$ cat config.mk
export PLATFORM = sky130hd
export DESIGN_NAME = simple_risc_writeback
export DESIGN_NICKNAME = d
export VERILOG_FILES = /design/src/rtl/simple_risc_writeback.sv
export SDC_FILE = /design/constraint.sdc
export NUM_CORES = 1
export LEC_CHECK = 0
export ABC_AREA = 0
export ABC_CLOCK_PERIOD_IN_PS = 2500
export CORE_MARGIN = 3
export CORE_UTILIZATION = 42
export CTS_BUF_LIST = sky130_fd_sc_hd__clkbuf_4
export CTS_CLUSTER_SIZE = 14
export DETAILED_ROUTE_END_ITERATION = 7
export PLACE_DENSITY = 0.84
export RECOVER_POWER = 25
export SLEW_MARGIN = 40
export SYNTH_ARGS = -nofsm -noshare
export SYNTH_HDL_FRONTEND = slang
export SYNTH_SLANG_ARGS = --single-unit
$ cat constraint.sdc
create_clock -name clk -period 2.5 [get_ports clk]
set_input_delay 0.5 -clock clk [delete_from_list [all_inputs] [get_ports clk]]
set_output_delay 0.5 -clock clk [all_outputs]
set_load 0.02 [all_outputs]
$ cat src/rtl/simple_risc_writeback.sv
// SimpleRISC writeback stage: latches the memory-stage bundle, picks the writeback value,
// drives the register-file write port and WB->decode forwarding, counts retirements, halts.
module simple_risc_writeback #(
    parameter int INSTR_WIDTH = 32,
    parameter int ADDR_WIDTH  = 4,
    parameter int RA_ADDR     = 15,
    parameter int CNT_WIDTH   = 32
) (
    input  logic                   clk,
    input  logic                   rst,
    input  logic                   in_valid,
    input  logic [INSTR_WIDTH-1:0] in_pc,
    input  logic [INSTR_WIDTH-1:0] in_alu_result,
    input  logic [INSTR_WIDTH-1:0] in_ld_result,
    input  logic [ADDR_WIDTH-1:0]  in_rd_addr,
    input  logic                   in_is_wb,
    input  logic                   in_is_ld,
    input  logic                   in_is_call,
    input  logic                   in_is_halt,
    input  logic                   stall,
    input  logic [ADDR_WIDTH-1:0]  dec_rs1,
    input  logic [ADDR_WIDTH-1:0]  dec_rs2,
    output logic                   in_ready,
    output logic [INSTR_WIDTH-1:0] result,
    output logic [ADDR_WIDTH-1:0]  reg_wb_addr,
    output logic                   wb_is_wb,
    output logic                   wb_dd_rs1_conflict,
    output logic                   wb_dd_rs2_conflict,
    output logic [INSTR_WIDTH-1:0] wb_fw_result,
    output logic                   halted,
    output logic [CNT_WIDTH-1:0]   retired_cnt
);

    typedef enum logic {
        S_RUN    = 1'b0,
        S_HALTED = 1'b1
    } state_t;

    state_t                 state_q;
    logic [INSTR_WIDTH-1:0] result_q, result_d;
    logic [ADDR_WIDTH-1:0]  addr_q, addr_d;
    logic                   wb_q, wb_d;
    logic [CNT_WIDTH-1:0]   cnt_q;
    logic                   accept;

    assign in_ready = (state_q == S_RUN) && !stall;
    assign accept   = in_valid && in_ready;

    // Call outranks load so the return address always lands in RA.
    always_comb begin
        result_d = in_alu_result;
        addr_d   = in_rd_addr;
        wb_d     = (in_is_wb || in_is_call) && !in_is_halt;
        if (in_is_call) begin
            result_d = in_pc + INSTR_WIDTH'(4);
            addr_d   = ADDR_WIDTH'(RA_ADDR);
        end else if (in_is_ld) begin
            result_d = in_ld_result;
        end
    end

    always_ff @(posedge clk or posedge rst) begin
        if (rst) begin
            state_q  <= S_RUN;
            result_q <= '0;
            addr_q   <= '0;
            wb_q     <= 1'b0;
            cnt_q    <= '0;
        end else if (accept) begin
            result_q <= result_d;
            addr_q   <= addr_d;
            wb_q     <= wb_d;
            if (cnt_q != {CNT_WIDTH{1'b1}}) begin
                cnt_q <= cnt_q + CNT_WIDTH'(1);
            end
            if (in_is_halt) begin
                state_q <= S_HALTED;
            end
        end else begin
            // Held result/address with the enable dropped: no duplicate write while stalled.
            wb_q <= 1'b0;
        end
    end

    assign result             = result_q;
    assign reg_wb_addr        = addr_q;
    assign wb_is_wb           = wb_q;
    assign halted             = (state_q == S_HALTED);
    assign retired_cnt        = cnt_q;
    assign wb_fw_result       = result_q;
    assign wb_dd_rs1_conflict = wb_q && (addr_q == dec_rs1);
    assign wb_dd_rs2_conflict = wb_q && (addr_q == dec_rs2);

endmodule

==> reports/qor.csv <==
stage,metric,value,unit
cells_and_area,fraction of layout cells with a size suffix above 1,0.09815,
floorplanning,Die Ht,108.2,um
drt,Remaining DRCs,0,
outcome,failing checks,"capacitance limit, slew limit",
clock_tree,clock root buffer,clkbuf_4,
cells_and_area,fillers,773,
sta,final worst setup slack,0.2299,ns
worst_hold_path,hold path depth,1,
critical_path,Crit Path Class,input pin to register,
placed_design,IO buf count,220,
critical_path,element type at the critical path end,register,
synthesis,sequential share of the synthesized area,0.3994,
floorplanning,die area,0.01170,mm^2
power,Cell Pwr Density,629.1,mW/mm^2
global_routing,vias in the first global route,4345,
sta,Setup Skew,0.01052,ns
placed_design,"Cell Area, Placed",0.006681,mm^2
synthesis,Synth Warn #,0,
critical_path,worst reg2reg startpoint,retired_cnt[24],
sta,Least-Margin Pin Slew,1.685,ns
sta,fin crit share,0.9080,
clock_tree,H-Tree Depth,3,
synthesis,commonest cells in the netlist,"dfrtp_1 (70), nand2_1 (43), nor2_1 (36)",
clock_tree,clk sinks,70,
sta,WHS,0.5053,ns
synthesis,top cell type by total area after synthesis,dfrtp_1,
synthesis,top-area cell type share of the netlist area,0.3994,
worst_hold_path,hold path start,retired_cnt[30],
sta,Max Slew Vio Count,71,
synthesis,mapped cell area,0.004385,mm^2
clock_tree,insertion delay to the later sink of the worst-skew pair,0.42,ns
cells_and_area,layout net count,816,
cells_and_area,Area growth syn-to-layout,55.81,%
synthesis,Synth Flop Type,dfrtp_1,
critical_path,required time worst endpoint,2.85,ns
clock_tree,Worst-path clk slew,0.11,ns
cells_and_area,Finished Layout Cells,836,
critical_path,reg2reg path depth,6,
drt,drt total wl,13140,um
floorplanning,IO Count,221,
global_routing,pin count of the biggest net entering global routing,71,
placed_design,Placer Congestion,0.9021,
synthesis,syn_nets,607,
clock_tree,Clock Tree Buf Depth,2,
synthesis,synthesized area per cell,8.968,um^2
clock_tree,post-CTS setup buffer count,0,
clock_tree,TritonCTS buffer count,9,
cells_and_area,# diodes,0,
sta,minimum clock period,2.270,ns
floorplanning,DIE WIDTH,108.2,um
power,Leak,2.875,nW
critical_path,r2r setup slk,0.36,ns
placed_design,Inst Count DP,820,
floorplanning,initial core utilization,0.4405,
sta,final hold violations,0,
power,VDD IR max,0.0004250,V
drt,via count,4309,
placed_design,Setup WS pre-CTS,-0.1863,ns
sta,Max Fclk,440.5,MHz
sta,RSZ-0062 raised after global routing,no,
worst_hold_path,WHS Endpoint,retired_cnt[30],
job,max-cap violations,1,
synthesis,"top cells by area, synth","dfrtp_1 (40%), xnor2_1 (7.0%), mux2i_1 (6.2%), xor2_1 (5.6%), buf_4 (5.5%)",
clock_tree,CTS resizes,1,
sta,headroom to the max-slew limit,-0.1235,
outcome,status,"finished, violations left",
synthesis,Gate Count Post-Synth,489,
global_routing,initial antenna violation count,0,
global_routing,gr usage total,0.2239,
sta,setup TNS,0,ns
power,total chip power,4.299,mW
drt,drt via density,5.154,
floorplanning,core footprint,0.009955,mm^2
critical_path,crit path max fanout,7,
cells_and_area,fin util,0.6864,
synthesis,synth unique cells,42,
global_routing,first-pass GRT wire length,20710,um
critical_path,crit path DAT,2.62,ns
drt,DRT antenna net count,0,
drt,DRT Pass-1 Iters,4,
global_routing,gr ovfl total,0,
floorplanning,row count,36,
critical_path,R2R Path End,retired_cnt[7],
worst_hold_path,Hold Path Class,register to register,
clock_tree,cts hold-fix bufs,0,
cells_and_area,fin area,0.006833,mm^2
clock_tree,CTS tree,built,
placed_design,post-DP HPWL,10570,um
sta,# setup viols final,0,
synthesis,most instantiated library cell after synthesis,dfrtp_1,
synthesis,Post-synth EDFFs,0,
critical_path,crit start category,input pin,
synthesis,Async SR Flop Fraction,1.000,
synthesis,synthesized flop and latch total,70,
drt,routed length per instance,15.72,um
drt,DRC marker count from the first detailed-route iteration,113,
-- power breakdown --
| group | internal (mW) | switching, mW |
|---|---|---|
| sequential | 1.34 | 0.229 |
| clock | 0.409 | 0.433 |
| combinational | 0.972 | 0.914 |
-- worst max-delay path by stage --
| stage | startpoint | to | slack, ns | cells past startpoint |
|---|---|---|---|---|
| 2_1_floorplan | rst | halted | 0.23 | 1 |
| 3_3_place_gp | in_pc[2] | result[23] | -0.11 | 7 |
| 3_5_place_dp | in_pc[2] | result[23] | -0.19 | 7 |
| 4_1_cts | dec_rs2[1] | wb_dd_rs2_conflict | 0.002 | 5 |
| 5_1_grt | rst | result[21] | 0.18 | 3 |
| 6_report | in_pc[2] | result[23] | 0.23 | 7 |
-- state kept, by name, indices dropped and copies added, names as in the netlist --
register / flops
halted: 1
result: 32
wb_is_wb: 1
retired_cnt: 32
reg_wb_addr: 4
-- cells by family after synthesis --
group,Yosys count,synth area share
and+or+nand+nor,176,0.2086
AOI/OAI and AO/OA,79,0.09643
adders and majority gates,2,0.005705
muxes,33,0.07703
buffers and inverters,66,0.08702
xor gates and xnor gates,63,0.1258
DFF,70,0.3994
-- area by class of cell --
type	instances	area, um^2	share of cell area
clock buffer	9	67.56	0.009888
clock inverter	7	97.59	0.01428
inverter	11	41.29	0.006043
multi-input combinational	353	2257	0.3303
sequential	70	1752	0.2564
tap	133	166.4	0.02435
timing repair buffer	253	2451	0.3587
-- routing by layer --
| metal | up-vias | wire, um | global-route usage |
|---|---|---|---|
| met2 | 154 | 6798 | 0.3970 |
| met1 | 2024 | 5228 | 0.2684 |
| met5 | - | 0 | 0 |
| met4 | 0 | 276 | 0.06943 |
| met3 | 24 | 840 | 0.05313 |
| li1 | 2107 | - | - |
-- cell usage in the layout, fill, tap and decap left out, types with 5 or more instances in the layout --
cell type,instances
clkdlybuf4s50_1,216
dfrtp_1,70
nand2_1,43
nor2_1,36
xnor2_1,35
buf_4,31
o21ai_0,30
a21oi_1,28
xor2_1,28
nor3_1,27
mux2i_1,27
nand3_1,22
nand4_1,14
inv_1,10
clkbuf_4,9
o21ai_1,8
nor4_1,6
mux2_2,5
-- critical path, cell delays in order --
cell and delay (ns):
clkdlybuf4s50_1 0.53, buf_4 0.14, nand4_2 0.11, or4_1 0.67
or3_1 0.40, a31oi_1 0.17, a21o_1 0.11
Power figures use the tool's default switching activity.
